--- src/rtl/fifo_pkg.sv ---
// Shared types and helpers for the 1R1W flag FIFO.
package fifo_pkg;

   function automatic int width_of(input int n);
      return (n <= 1) ? 1 : $clog2(n);
   endfunction

   typedef struct packed {
      logic push;
      logic pop;
   } fifo_op_t;

endpackage

--- src/rtl/fifo_ram_1r1w.sv ---
// Storage array: synchronous write, combinational read, no reset.
module fifo_ram_1r1w
   import fifo_pkg::*;
#(
   parameter int DataWidth = 8,
   parameter int Entries = 16,
   localparam int AddrWidth = width_of(Entries)
) (
   input  logic                 clk,
   input  logic                 we,
   input  logic [AddrWidth-1:0] waddr,
   input  logic [DataWidth-1:0] wdata,
   input  logic [AddrWidth-1:0] raddr,
   output logic [DataWidth-1:0] rdata
);

   logic [DataWidth-1:0] mem [Entries];

   always_ff @(posedge clk) begin
      if (we) mem[waddr] <= wdata;
   end

   assign rdata = mem[raddr];

endmodule

--- src/rtl/fifo_1r1w_flags.sv ---
// Single-clock FIFO, any depth >= 2, optional output flop, level flags,
// synchronous flush and sticky overflow.
module fifo_1r1w_flags
   import fifo_pkg::*;
#(
   parameter int DataWidth = 8,
   parameter int Depth = 16,
   parameter int OutputReg = 0,
   parameter int AlmostFullThresh = Depth - 2,
   parameter int AlmostEmptyThresh = 1,
   localparam int CountWidth = $clog2(Depth + 1)
) (
   input  logic                  clk_i,
   input  logic                  reset_i,
   input  logic                  flush_i,
   input  logic [DataWidth-1:0]  data_i,
   input  logic                  valid_i,
   output logic                  ready_o,
   output logic                  valid_o,
   output logic [DataWidth-1:0]  data_o,
   input  logic                  ready_i,
   output logic [CountWidth-1:0] count_o,
   output logic                  almost_full_o,
   output logic                  almost_empty_o,
   output logic                  overflow_o
);

   localparam int Entries = (OutputReg != 0) ? Depth - 1 : Depth;
   localparam int PtrWidth = width_of(Entries);

   logic [CountWidth-1:0] count;
   logic [PtrWidth-1:0]   wr_ptr;
   logic [PtrWidth-1:0]   rd_ptr;
   logic                  overflow;
   logic [DataWidth-1:0]  rd_data;
   logic                  ram_we;
   logic                  ram_re;
   fifo_op_t              op;

   function automatic logic [PtrWidth-1:0] ptr_inc(
      input logic [PtrWidth-1:0] p
   );
      return (p == PtrWidth'(Entries - 1)) ? '0 : p + PtrWidth'(1);
   endfunction

   assign ready_o = !reset_i && (count != CountWidth'(Depth));
   assign valid_o = (count != '0);
   assign op.push = valid_i && ready_o;
   assign op.pop = valid_o && ready_i;

   assign count_o = count;
   assign overflow_o = overflow;
   assign almost_full_o = (count >= CountWidth'(AlmostFullThresh));
   assign almost_empty_o = (count <= CountWidth'(AlmostEmptyThresh));

   fifo_ram_1r1w #(
      .DataWidth(DataWidth),
      .Entries  (Entries)
   ) u_ram (
      .clk  (clk_i),
      .we   (ram_we && !flush_i),
      .waddr(wr_ptr),
      .wdata(data_i),
      .raddr(rd_ptr),
      .rdata(rd_data)
   );

   always_ff @(posedge clk_i or posedge reset_i) begin
      if (reset_i) begin
         count <= '0;
         wr_ptr <= '0;
         rd_ptr <= '0;
         overflow <= 1'b0;
      end else if (flush_i) begin
         count <= '0;
         wr_ptr <= '0;
         rd_ptr <= '0;
         overflow <= 1'b0;
      end else begin
         if (valid_i && !ready_o) overflow <= 1'b1;
         if (ram_we) wr_ptr <= ptr_inc(wr_ptr);
         if (ram_re) rd_ptr <= ptr_inc(rd_ptr);
         unique case ({op.push, op.pop})
            2'b10: count <= count + CountWidth'(1);
            2'b01: count <= count - CountWidth'(1);
            default: count <= count;
         endcase
      end
   end

   if (OutputReg != 0) begin : g_oreg
      logic                  out_valid;
      logic [DataWidth-1:0]  out_data;
      logic [CountWidth-1:0] stored;
      logic                  bypass;

      // The flop holds the head; storage holds everything behind it.
      assign stored = count - CountWidth'(out_valid);
      assign bypass = !out_valid || (op.pop && stored == '0);
      assign ram_we = op.push && !bypass;
      assign ram_re = op.pop && stored != '0;
      assign data_o = out_data;

      always_ff @(posedge clk_i or posedge reset_i) begin
         if (reset_i) begin
            out_valid <= 1'b0;
            out_data <= '0;
         end else if (flush_i) begin
            out_valid <= 1'b0;
         end else if (op.push && bypass) begin
            out_valid <= 1'b1;
            out_data <= data_i;
         end else if (op.pop) begin
            if (stored != '0) out_data <= rd_data;
            else out_valid <= 1'b0;
         end
      end
   end else begin : g_comb
      assign ram_we = op.push;
      assign ram_re = op.pop;
      assign data_o = rd_data;
   end

endmodule

--- config.mk ---
export PLATFORM = sky130hd
export DESIGN_NAME = fifo_1r1w_flags
export DESIGN_NICKNAME = d
export VERILOG_FILES = /design/src/rtl/fifo_pkg.sv /design/src/rtl/fifo_ram_1r1w.sv /design/src/rtl/fifo_1r1w_flags.sv
export SDC_FILE = /design/constraint.sdc
export NUM_CORES = 1
export LEC_CHECK = 0
export BUFFER_PORTS_ARGS = -buffer_cell sky130_fd_sc_hd__clkbuf_2
export CAP_MARGIN = 20
export CORE_MARGIN = 1.5
export CORE_UTILIZATION = 40
export CTS_CLUSTER_SIZE = 8
export DETAILED_ROUTE_END_ITERATION = 12
export PLACE_DENSITY_LB_ADDON = 0.25
export SLEW_MARGIN = 15
export SYNTH_ARGS = -nofsm -noshare
export SYNTH_HDL_FRONTEND = slang
export SYNTH_SLANG_ARGS = --single-unit
--- constraint.sdc ---
create_clock -name clk_i -period 2.8 [get_ports clk_i]
set_input_delay 0.14 -clock clk_i [delete_from_list [all_inputs] [get_ports clk_i]]
set_output_delay 0.14 -clock clk_i [all_outputs]
set_load 0.01 [all_outputs]
==> results of run 1 <==
## cells in the final DEF, fill, tap and decap left out, drive strengths merged, types with 2 or more instances in the layout
cell type,synthesis,layout
nand2b,3,3
a21oi,19,19
dlygate4sd3,0,2
clkinv,0,5
ha,10,10
buf,10,24
clkinvlp,0,3
inv,8,14
a22oi,2,2
a211oi,9,9
nand2,11,11
nand3,5,5
mux2i,9,9
dfrtp,14,14
clkbuf,10,47
edfxtp,128,128
mux2,3,3
mux4,32,32
and3,2,2
nor3,8,8
o21ai,4,4
nor2,20,20
or3,2,2
nor2b,11,11
## critical path, cell delays in order, from the launching register on
cell,delay [ns]
dfrtp_1,0.73
buf_4,0.27
buf_4,0.18
mux4_2,0.29
a211oi_1,0.25
a21oi_1,0.09
clkbuf_2,0.18
## cell families after synthesis
family | count (synthesis) | synth area share [%]
xor+xnor | 2 | 0.2953
buf+inv | 28 | 2.193
flops | 142 | 70.69
fa+ha+maj | 10 | 2.109
simple gates | 67 | 5.757
compound gates | 40 | 4.597
mux | 44 | 14.36
## worst min path at each step
| stage | from | end | slack (ns) | cells past startpoint |
|---|---|---|---|---|
| 2_1_floorplan | reset_i | count_o[0] | 0.03 | 1 |
| 3_3_place_gp | reset_i | overflow_o | 0.23 | 2 |
| 3_5_place_dp | reset_i | overflow_o | 0.25 | 2 |
| 4_1_cts | ready_i | rd_ptr[1] | 0.05 | 3 |
| 5_1_grt | ready_i | rd_ptr[1] | 0.07 | 3 |
| 6_report | ready_i | rd_ptr[1] | 0.07 | 3 |
## routing by layer
layer	up-vias	GRT usage, %
met5	-	0
met4	0	5.206
met3	15	4.081
met2	61	26.18
met1	1626	22.34
li1	1428	-
## final cells by class
| class | instances | share of cell area, % |
|---|---|---|
| Clock buffer | 17 | 6.076 |
| Clock inverter | 15 | 2.216 |
| Inverter | 8 | 0.4289 |
| Multi-Input combinational cell | 163 | 22.98 |
| Sequential cell | 142 | 59.95 |
| Tap cell | 184 | 3.288 |
| Timing Repair Buffer | 56 | 5.057 |
## state kept, by name (all words and copies together), names as in the netlist
register and cells:
count_o 5, wr_ptr 4, u_ram.mem 128, overflow_o 1, rd_ptr 4
## what timing repair did
item | CTS | global route
setup endpoints to repair | 4 | 1
hold buffers | 2 | 0
gates resized for setup | 1 | 0
buffers inserted | 0 | 1
endpoints found under the hold margin | 15 | 0
## through the flow
stage	cells	utilization [%]	cell area (um2)
after floorplan	333	-	5933
after global placement	550	43.95	6387
after detailed placement	550	43.95	6387
after CTS	584	48.10	6990
after global routing	585	48.17	7002
final	585	48.17	7002
## power breakdown
part / switching (mW) / total, mW / internal [mW]
combinational: 0.602 / 1.19 / 0.592
clock: 0.922 / 2.17 / 1.25
sequential: 0.124 / 2.49 / 2.37
total: 1.65 / 5.86 / 4.21
==> results.sh, run 1 <==
export IMPL_syn_inst=333
export IMPL_irDropWorstVdd_mv=0.5104
export IMPL_grt_pass1_vias=3277
export IMPL_cp_arrival_ns=2.43
export IMPL_netlist_area_mm2=0.005933
export IMPL_endpoint="data_o[3]"
export IMPL_hold_viol=0
export IMPL_clock_skew_ns=0.006264
export IMPL_critPathLaunch="rd_ptr[2]"
export IMPL_synth_top_area_cell="edfxtp_1"
export IMPL_route_met2_wl_um=6080
export IMPL_slew_viol_final=0
export IMPL_antennaDiodeCount=0
export IMPL_timing_fmax_mhz=389.6
export IMPL_drt_total_wl_um=12100
export IMPL_place_gp_congestion=0.7501
export IMPL_synth_edff_count=128
export IMPL_die_y_um=124.8
export IMPL_multi_input_area_mm2=0.001609
export IMPL_nets=411
export IMPL_rows=44
export IMPL_grt_pass1_wl_um=18890
export IMPL_status="completed"
export IMPL_clock_path_buffers=2
export IMPL_wl_met1_um=5433
export IMPL_route_detailed_drc=0
export IMPL_drt_iter0_drc=231
export IMPL_power_total_mw=5.857
export IMPL_whs_ns=0.07071
export IMPL_reg2reg_slack_ns=0.35
export IMPL_cts_tree="built"
export IMPL_critPathKind="flop to output port"
export IMPL_grt_max_degree=37
export IMPL_worst_setup_path_end_kind="output port"
export IMPL_fin_crit_sh_pct=91.67
export IMPL_cts_root_buf="clkbuf_16"
export IMPL_fin_crit_ns=2.567
export IMPL_highest_layer="met4"
export IMPL_p_per_area_mw_per_mm2=836.5
export IMPL_synth_seq_cells=142
export IMPL_final_seq_area_mm2=0.004198
export IMPL_synthArstFlopShare_pct=9.859
export IMPL_die_w_um=124.8
export IMPL_worstPathRequired_ns=2.66
export IMPL_drive_above_1_share_pct=31.92
export IMPL_timing_rr_start="count_o[0]"
export IMPL_hpwl_um=7751
export IMPL_start_util_pct=40.82
export IMPL_wl_per_cell_um=20.69
export IMPL_place_worst_setup_slack_ns=0.3685
export IMPL_clk_insertion_delay_late_ns=0.41
export IMPL_yosysUniqueCellTypes=39
export IMPL_crit_fanout=13
export IMPL_worstMarginPinSlew_ns=0.6890
export IMPL_cap_violations=0
export IMPL_ant_nets=0
export IMPL_htree_levels=4
export IMPL_finalWorstSetupSlack_ns=0.2332
export IMPL_clkTransAtPathRegs_ns=0.06
export IMPL_vias=3130
export IMPL_maxSlewHeadroom_pct=54.07
export IMPL_post_synth_top_count_cell="edfxtp_1"
export IMPL_startpoint_type="flop"
export IMPL_synth_top_area_share_pct=64.78
export IMPL_nFillCells=1245
export IMPL_postSynthNetCount=356
export IMPL_viasPerCell=5.350
export IMPL_ys_warn_count=0
export IMPL_ys_seq_area_share_pct=70.69
export IMPL_r2r_cells=7
export IMPL_firstDrtPassIters=4
export IMPL_hp_class="input pin to flop"
export IMPL_num_io_pins=31
export IMPL_syn_mean_instance_area_um2=17.82
export IMPL_tns_ns=0
export IMPL_antenna_found_initial=0
export IMPL_core_mm2=0.01453
export IMPL_rsz0062_at_grt="false"
export IMPL_synth_ff_type="edfxtp_1"
export IMPL_area_growth_syn_to_layout_pct=18.01
export IMPL_synthTopCellsByCount="128 x edfxtp_1, 32 x mux4_2, 20 x nor2_1"
export IMPL_dieArea_mm2=0.01557
export IMPL_setup_violations=0
export IMPL_io_buffer_count=30
export IMPL_leakagePower_nw=2.363
export IMPL_wl_met3_um=435
export IMPL_grtUsageTotal_pct=16.43
export IMPL_regToRegEndpoint="u_ram.mem[0][4]"
export IMPL_grt_overflow_total=0
export IMPL_cts_sinks=142
export IMPL_ys_top_cells_by_area="edfxtp_1 65%, mux4_2 12%, dfrtp_1 5.9%"
export IMPL_numCtsBuffers=17
(Power assumes the default switching activity.)
==> run 2, diff against run 1 <==
--- a/config.mk
+++ b/config.mk
@@ -8,7 +8,7 @@
 export BUFFER_PORTS_ARGS = -buffer_cell sky130_fd_sc_hd__clkbuf_2
 export CAP_MARGIN = 20
 export CORE_MARGIN = 1.5
-export CORE_UTILIZATION = 40
+export CORE_UTILIZATION = 60
 export CTS_CLUSTER_SIZE = 8
 export DETAILED_ROUTE_END_ITERATION = 12
 export PLACE_DENSITY_LB_ADDON = 0.25
==> results.sh, run 2 (synthesized netlist as in run 1, its figures left out) <==
export IMPL_nets=425
export IMPL_nFillCells=551
export IMPL_viasPerCell=5.909
export IMPL_vias=3238
export IMPL_grt_max_degree=21
export IMPL_final_cell_mix="128 x edfxtp_1, 36 x buf_4, 32 x mux4_2"
export IMPL_r2r_cells=7
export IMPL_finalWorstSetupSlack_ns=0.1372
export IMPL_leakagePower_nw=2.446
export IMPL_fin_crit_ns=2.663
export IMPL_irDropWorstVdd_mv=0.5283
export IMPL_cts_sinks=142
export IMPL_grtUsageTotal_pct=25.14
export IMPL_antenna_found_initial=0
export IMPL_critPathLaunch="rd_ptr[2]"
export IMPL_status="completed"
export IMPL_place_worst_setup_slack_ns=0.3492
export IMPL_hpwl_um=7681
export IMPL_hold_start="data_i[6]"
export IMPL_crit_fanout=14
export IMPL_worstPathRequired_ns=2.66
export IMPL_regToRegEndpoint="u_ram.mem[0][7]"
export IMPL_min_to="u_ram.mem[6][6]"
export IMPL_timing_fmax_mhz=375.5
export IMPL_firstDrtPassIters=5
export IMPL_route_detailed_drc=0
export IMPL_cap_violations=0
export IMPL_clk_insertion_delay_late_ns=0.51
export IMPL_die_y_um=102.4
export IMPL_clock_path_buffers=2
export IMPL_slew_viol_final=0
export IMPL_start_util_pct=61.27
export IMPL_finalNonFillerCells=548
export IMPL_grt_overflow_total=0
export IMPL_setup_violations=0
export IMPL_dieArea_mm2=0.01049
export IMPL_timing_rr_start="count_o[0]"
export IMPL_regMostFlops="u_ram.mem"
export IMPL_numCtsBuffers=17
export IMPL_area_growth_syn_to_layout_pct=18.98
export IMPL_critPathKind="flop to output port"
export IMPL_worstMarginPinSlew_ns=0.6807
export IMPL_reg2reg_slack_ns=0.39
export IMPL_cts_tree="built"
export IMPL_wl_per_cell_um=21.72
export IMPL_final_core_util_pct=72.89
export IMPL_hp_class="input pin to flop"
export IMPL_rows=36
export IMPL_antennaDiodeCount=0
export IMPL_whs_path_depth=1
export IMPL_cts_root_buf="clkbuf_8"
export IMPL_drive_above_1_share_pct=33.49
export IMPL_p_per_area_mw_per_mm2=844.6
export IMPL_grt_pass1_vias=3232
export IMPL_rsz0062_at_grt="false"
export IMPL_clock_skew_ns=0.005627
export IMPL_htree_levels=4
export IMPL_drt_total_wl_um=11900
export IMPL_clkTransAtPathRegs_ns=0.06
export IMPL_maxSlewHeadroom_pct=54.62
export IMPL_startpoint_type="flop"
export IMPL_core_mm2=0.009684
export IMPL_cp_arrival_ns=2.52
export IMPL_num_io_pins=31
export IMPL_largest_reg_flops=128
export IMPL_place_gp_congestion=0.9435
export IMPL_io_buffer_count=30
export IMPL_fin_crit_sh_pct=95.10
export IMPL_mostFrequentLayoutCell="edfxtp_1"
export IMPL_hold_viol=0
export IMPL_placedCellCount=505
export IMPL_die_w_um=102.4
export IMPL_drt_iter0_drc=240
export IMPL_tns_ns=0
export IMPL_worst_setup_path_end_kind="output port"
export IMPL_ant_nets=0
export IMPL_grt_pass1_wl_um=18200
## run 2: changes by cell type in the layout (fill, tap and decap cells not counted), moves of 2 or more
| cell | change |
|---|---|
| inv_6 | -2 |
| bufinv_16 | +2 |
| buf_4 | +13 |
| clkinv_2 | +2 |
| clkinv_1 | +3 |
| clkinv_4 | -2 |
## run 2: stage by stage
stage	area, um2	total power, mW	hold slack [ns]
after floorplan	5933	3.411	0.02922
after global placement	6369	3.691	0.2229
after detailed placement	6369	3.720	0.2366
after CTS	6982	5.895	0.04690
after global routing	7059	6.181	0.07329
final	7059	5.962	0.05088
## run 2: layout make-up
cell class              instances  area, um2  share of cell area [%]
clock buffers                  17      414.1                   5.867
clock inverters                15      166.4                   2.357
inverters                       8      30.03                  0.4254
multi-input cells             163       1614                   22.86
flip-flops and latches        142       4198                   59.46
well taps                     133      166.4                   2.357
repair buffers                 70      470.5                   6.664
## run 2: repair_timing
item | in CTS | in global routing
gates cloned | 0 | 0
hold endpoints to repair | 16 | 0
pin swaps | 0 | 0
setup endpoints to repair | 3 | 10
hold buffers | 3 | 0
gates resized for setup | 1 | 1
buffers inserted | 0 | 8
## run 2: worst max-delay path by stage
stage	end	slack, ns
finish	data_o[1]	0.14
global route	data_o[1]	0.08
CTS	data_o[0]	0.05
detailed placement	u_ram.mem[1][1]	0.35
global placement	u_ram.mem[1][7]	0.38
floorplan	u_ram.mem[0][0]	0.16
## run 2: where the power goes
part / internal (mW) / total (mW) / switching [mW]
clock network: 1.35 / 2.17 / 0.824
logic: 0.678 / 1.32 / 0.640
registers: 2.37 / 2.47 / 0.102
total: 4.40 / 5.96 / 1.57
## run 2: per-layer routing
layer	GRT usage (%)	vias to the layer above	wire (um)
li1	-	1457	-
met1	33.27	1638	4900
met2	42.03	113	6150
met3	5.404	30	598
met4	8.535	0	252
met5	0	-	0
## run 2: critical path, cell delays in order (launching register included)
cell,delay [ns]
dfrtp_1,0.77
buf_4,0.29
mux4_2,0.33
a211oi_1,0.32
a21oi_1,0.11
clkbuf_2,0.18
==> run 3, diff against run 2 <==
--- a/config.mk
+++ b/config.mk
@@ -5,12 +5,14 @@
 export SDC_FILE = /design/constraint.sdc
 export NUM_CORES = 1
 export LEC_CHECK = 0
+export ABC_AREA = 1
 export BUFFER_PORTS_ARGS = -buffer_cell sky130_fd_sc_hd__clkbuf_2
-export CAP_MARGIN = 20
+export CAP_MARGIN = 10
 export CORE_MARGIN = 1.5
 export CORE_UTILIZATION = 60
 export CTS_CLUSTER_SIZE = 8
 export DETAILED_ROUTE_END_ITERATION = 12
+export GPL_TIMING_DRIVEN = 0
 export PLACE_DENSITY_LB_ADDON = 0.25
 export SLEW_MARGIN = 15
 export SYNTH_ARGS = -nofsm -noshare
==> results.sh, run 3 <==
export IMPL_status="completed"
export IMPL_critical_path_top_delay_family="simple AND/OR/NAND/NOR gates"
export IMPL_rsz0062_at_grt="false"
export IMPL_crit_slowest_cell="nor2_1"
export IMPL_fin_crit_sh_pct=93.90
export IMPL_critical_path_cell_chain="inv_1 -> ha_1 -> nand3_2 -> nand3_4 -> nor2_4 -> nand2_1 -> nor2_1"
export IMPL_netlist_area_mm2=0.006133
export IMPL_num_io_pins=31
export IMPL_cap_violations=0
export IMPL_startpoint_type="flop"
export IMPL_intPower_mw=4.416
export IMPL_io_buffer_count=30
export IMPL_hp_class="input pin to flop"
export IMPL_ant_nets=0
export IMPL_wl_per_cell_um=20.17
export IMPL_dieArea_mm2=0.01084
export IMPL_htree_levels=4
export IMPL_worst_setup_path_end_kind="flop"
export IMPL_clock_skew_ns=0.007748
export IMPL_postSynthNetCount=535
export IMPL_vias=4308
export IMPL_pwr_share_seq_pct=37.4
export IMPL_slew_viol_final=0
export IMPL_die_w_um=104.1
export IMPL_cp_arrival_ns=2.79
export IMPL_slowest_delay_ns=0.71
export IMPL_antenna_found_initial=0
export IMPL_cts_root_buf="clkbuf_8"
export IMPL_whs_ns=0.04314
export IMPL_ys_top_cells_by_area="edfxtp_1 63%, nor2_1 6.0%, dfrtp_1 5.7%"
export IMPL_combPwrFrac_pct=26.5
export IMPL_multi_input_area_mm2=0.001727
export IMPL_hold_viol=0
export IMPL_post_synth_top_count_cell="edfxtp_1"
export IMPL_syn_mean_instance_area_um2=11.98
export IMPL_synth_ff_type="edfxtp_1"
export IMPL_leakagePower_nw=2.571
export IMPL_synth_top_area_cell="edfxtp_1"
export IMPL_critPathKind="flop to flop"
export IMPL_cts_tree="built"
export IMPL_route_detailed_drc=0
export IMPL_maxSlewHeadroom_pct=38.00
export IMPL_mostFrequentLayoutCell="edfxtp_1"
export IMPL_place_gp_congestion=0.8608
export IMPL_setup_violations=0
export IMPL_firstDrtPassIters=5
export IMPL_final_seq_area_mm2=0.004194
export IMPL_synth_top_area_share_pct=62.67
export IMPL_drt_total_wl_um=14300
export IMPL_numCtsBuffers=17
export IMPL_final_cell_mix="128 x edfxtp_1, 98 x nor2_1, 66 x o21ai_0"
export IMPL_clk_insertion_delay_late_ns=0.54
export IMPL_worstPathRequired_ns=2.96
export IMPL_clkTransAtPathRegs_ns=0.06
export IMPL_antennaDiodeCount=0
export IMPL_largest_reg_flops=128
export IMPL_critPathBufInv=1
export IMPL_grtUsageTotal_pct=27.50
export IMPL_synthTopCellsByCount="128 x edfxtp_1, 98 x nor2_1, 66 x o21ai_0"
export IMPL_switchingPower_mw=2.029
export IMPL_clock_path_buffers=2
export IMPL_crit_fanout=8
export IMPL_die_y_um=104.1
export IMPL_switching_share_pct=31.48
export IMPL_viasPerCell=6.076
export IMPL_nFillCells=637
export IMPL_fin_crit_ns=2.629
export IMPL_grt_overflow_total=0
export IMPL_start_util_pct=62.18
export IMPL_p_per_area_mw_per_mm2=906.8
export IMPL_synthArstFlopShare_pct=9.859
export IMPL_p_clk_share_pct=36.1
export IMPL_ys_seq_area_share_pct=68.38
export IMPL_grt_pass1_wl_um=22000
export IMPL_core_mm2=0.009864
export IMPL_area_growth_syn_to_layout_pct=15.87
export IMPL_grt_pass1_vias=4144
export IMPL_ys_warn_count=0
export IMPL_timing_fmax_mhz=380.3
export IMPL_tns_ns=0
export IMPL_rows=36
export IMPL_syn_inst=512
export IMPL_drt_iter0_drc=566
export IMPL_drive_above_1_share_pct=16.67
export IMPL_irDropWorstVdd_mv=0.4916
export IMPL_worstMarginPinSlew_ns=0.9266
export IMPL_synth_seq_cells=142
export IMPL_synth_edff_count=128
export IMPL_yosysUniqueCellTypes=32
export IMPL_regMostFlops="u_ram.mem"
export IMPL_grt_max_degree=17
export IMPL_nets=587
export IMPL_post_cts_setup_buffers=0
export IMPL_hpwl_um=9050
export IMPL_cts_sinks=142
-- run 3: worst paths after layout --
kind | endpoint | slack, ns | from | cells after the start
max reg2reg | u_ram.mem[12][3] | 0.17 | count_o[1] | 7
min | rd_ptr[1] | 0.04 | ready_i | 4
min reg2reg | rd_ptr[3] | 0.66 | rd_ptr[3] | 2
max | u_ram.mem[12][3] | 0.17 | count_o[1] | 7
max in group asynchronous | rd_ptr[2] | 2.10 | reset_i | 3
min in group asynchronous | overflow_o | 0.25 | reset_i | 3
-- run 3: area by class of cell --
class	instances	area share [%]
repair buffers	33	2.535
flip-flops and latches	142	59.01
clock inverters	11	2.342
clock buffers	20	6.268
inverters	20	1.092
well taps	133	2.342
plain buffers	24	2.113
multi-input cells	326	24.30
-- run 3: kinds of logic (layout without fill, tap and decap cells) --
logic type	Yosys count	in the layout	synth area share (%)
fa+ha+maj	10	10	2.040
xor+xnor	6	6	0.8568
simple gates	198	198	14.59
flops	142	142	68.38
compound gates	112	112	10.42
buf+inv	44	108	3.713
-- run 3: repair_timing --
item	in CTS	in global routing
hold buffers	3	0
endpoints found under the hold margin	15	0
gates resized for setup	1	0
setup endpoints to repair	6	0
-- run 3: power groups by stage --
stage | Clock, mW | Combinational, mW | Sequential [mW]
3_5_place_dp | 0 | 1.67 | 2.45
4_1_cts | 2.31 | 1.68 | 2.41
5_1_grt | 2.40 | 1.87 | 2.41
3_3_place_gp | 0 | 1.64 | 2.45
6_report | 2.33 | 1.71 | 2.41
2_1_floorplan | 0 | 1.13 | 2.45
-- run 3: per-stage QoR --
| stage | util (%) | cell area, um2 | cells | worst slack [ns] | total power [mW] |
|---|---|---|---|---|---|
| floorplan | - | 6133 | 512 | 0.5233 | 3.582 |
| global placement | 65.39 | 6450 | 675 | 0.04730 | 4.081 |
| detailed placement | 65.49 | 6460 | 675 | 0.01553 | 4.118 |
| CTS | 72.04 | 7107 | 709 | 0.1987 | 6.406 |
| global route | 72.04 | 7107 | 709 | 0.01710 | 6.686 |
| finish | 72.04 | 7107 | 709 | 0.1707 | 6.445 |
-- run 3: worst register-to-register path, cell delays in order, from the launching register on --
cell     delay (ns)
dfrtp_1        0.46
inv_1          0.15
ha_1           0.26
nand3_2        0.13
nand3_4        0.13
nor2_4         0.21
nand2_1        0.20
nor2_1         0.72
-- run 3: layer usage --
| metal | track usage [%] | vias up | part of all wire [%] |
|---|---|---|---|
| li1 | - | 1943 | - |
| met1 | 37.53 | 2076 | 40 |
| met2 | 42.24 | 257 | 48 |
| met3 | 6.704 | 32 | 9.1 |
| met4 | 12.50 | 0 | 2.4 |
| met5 | 0 | - | 0 |
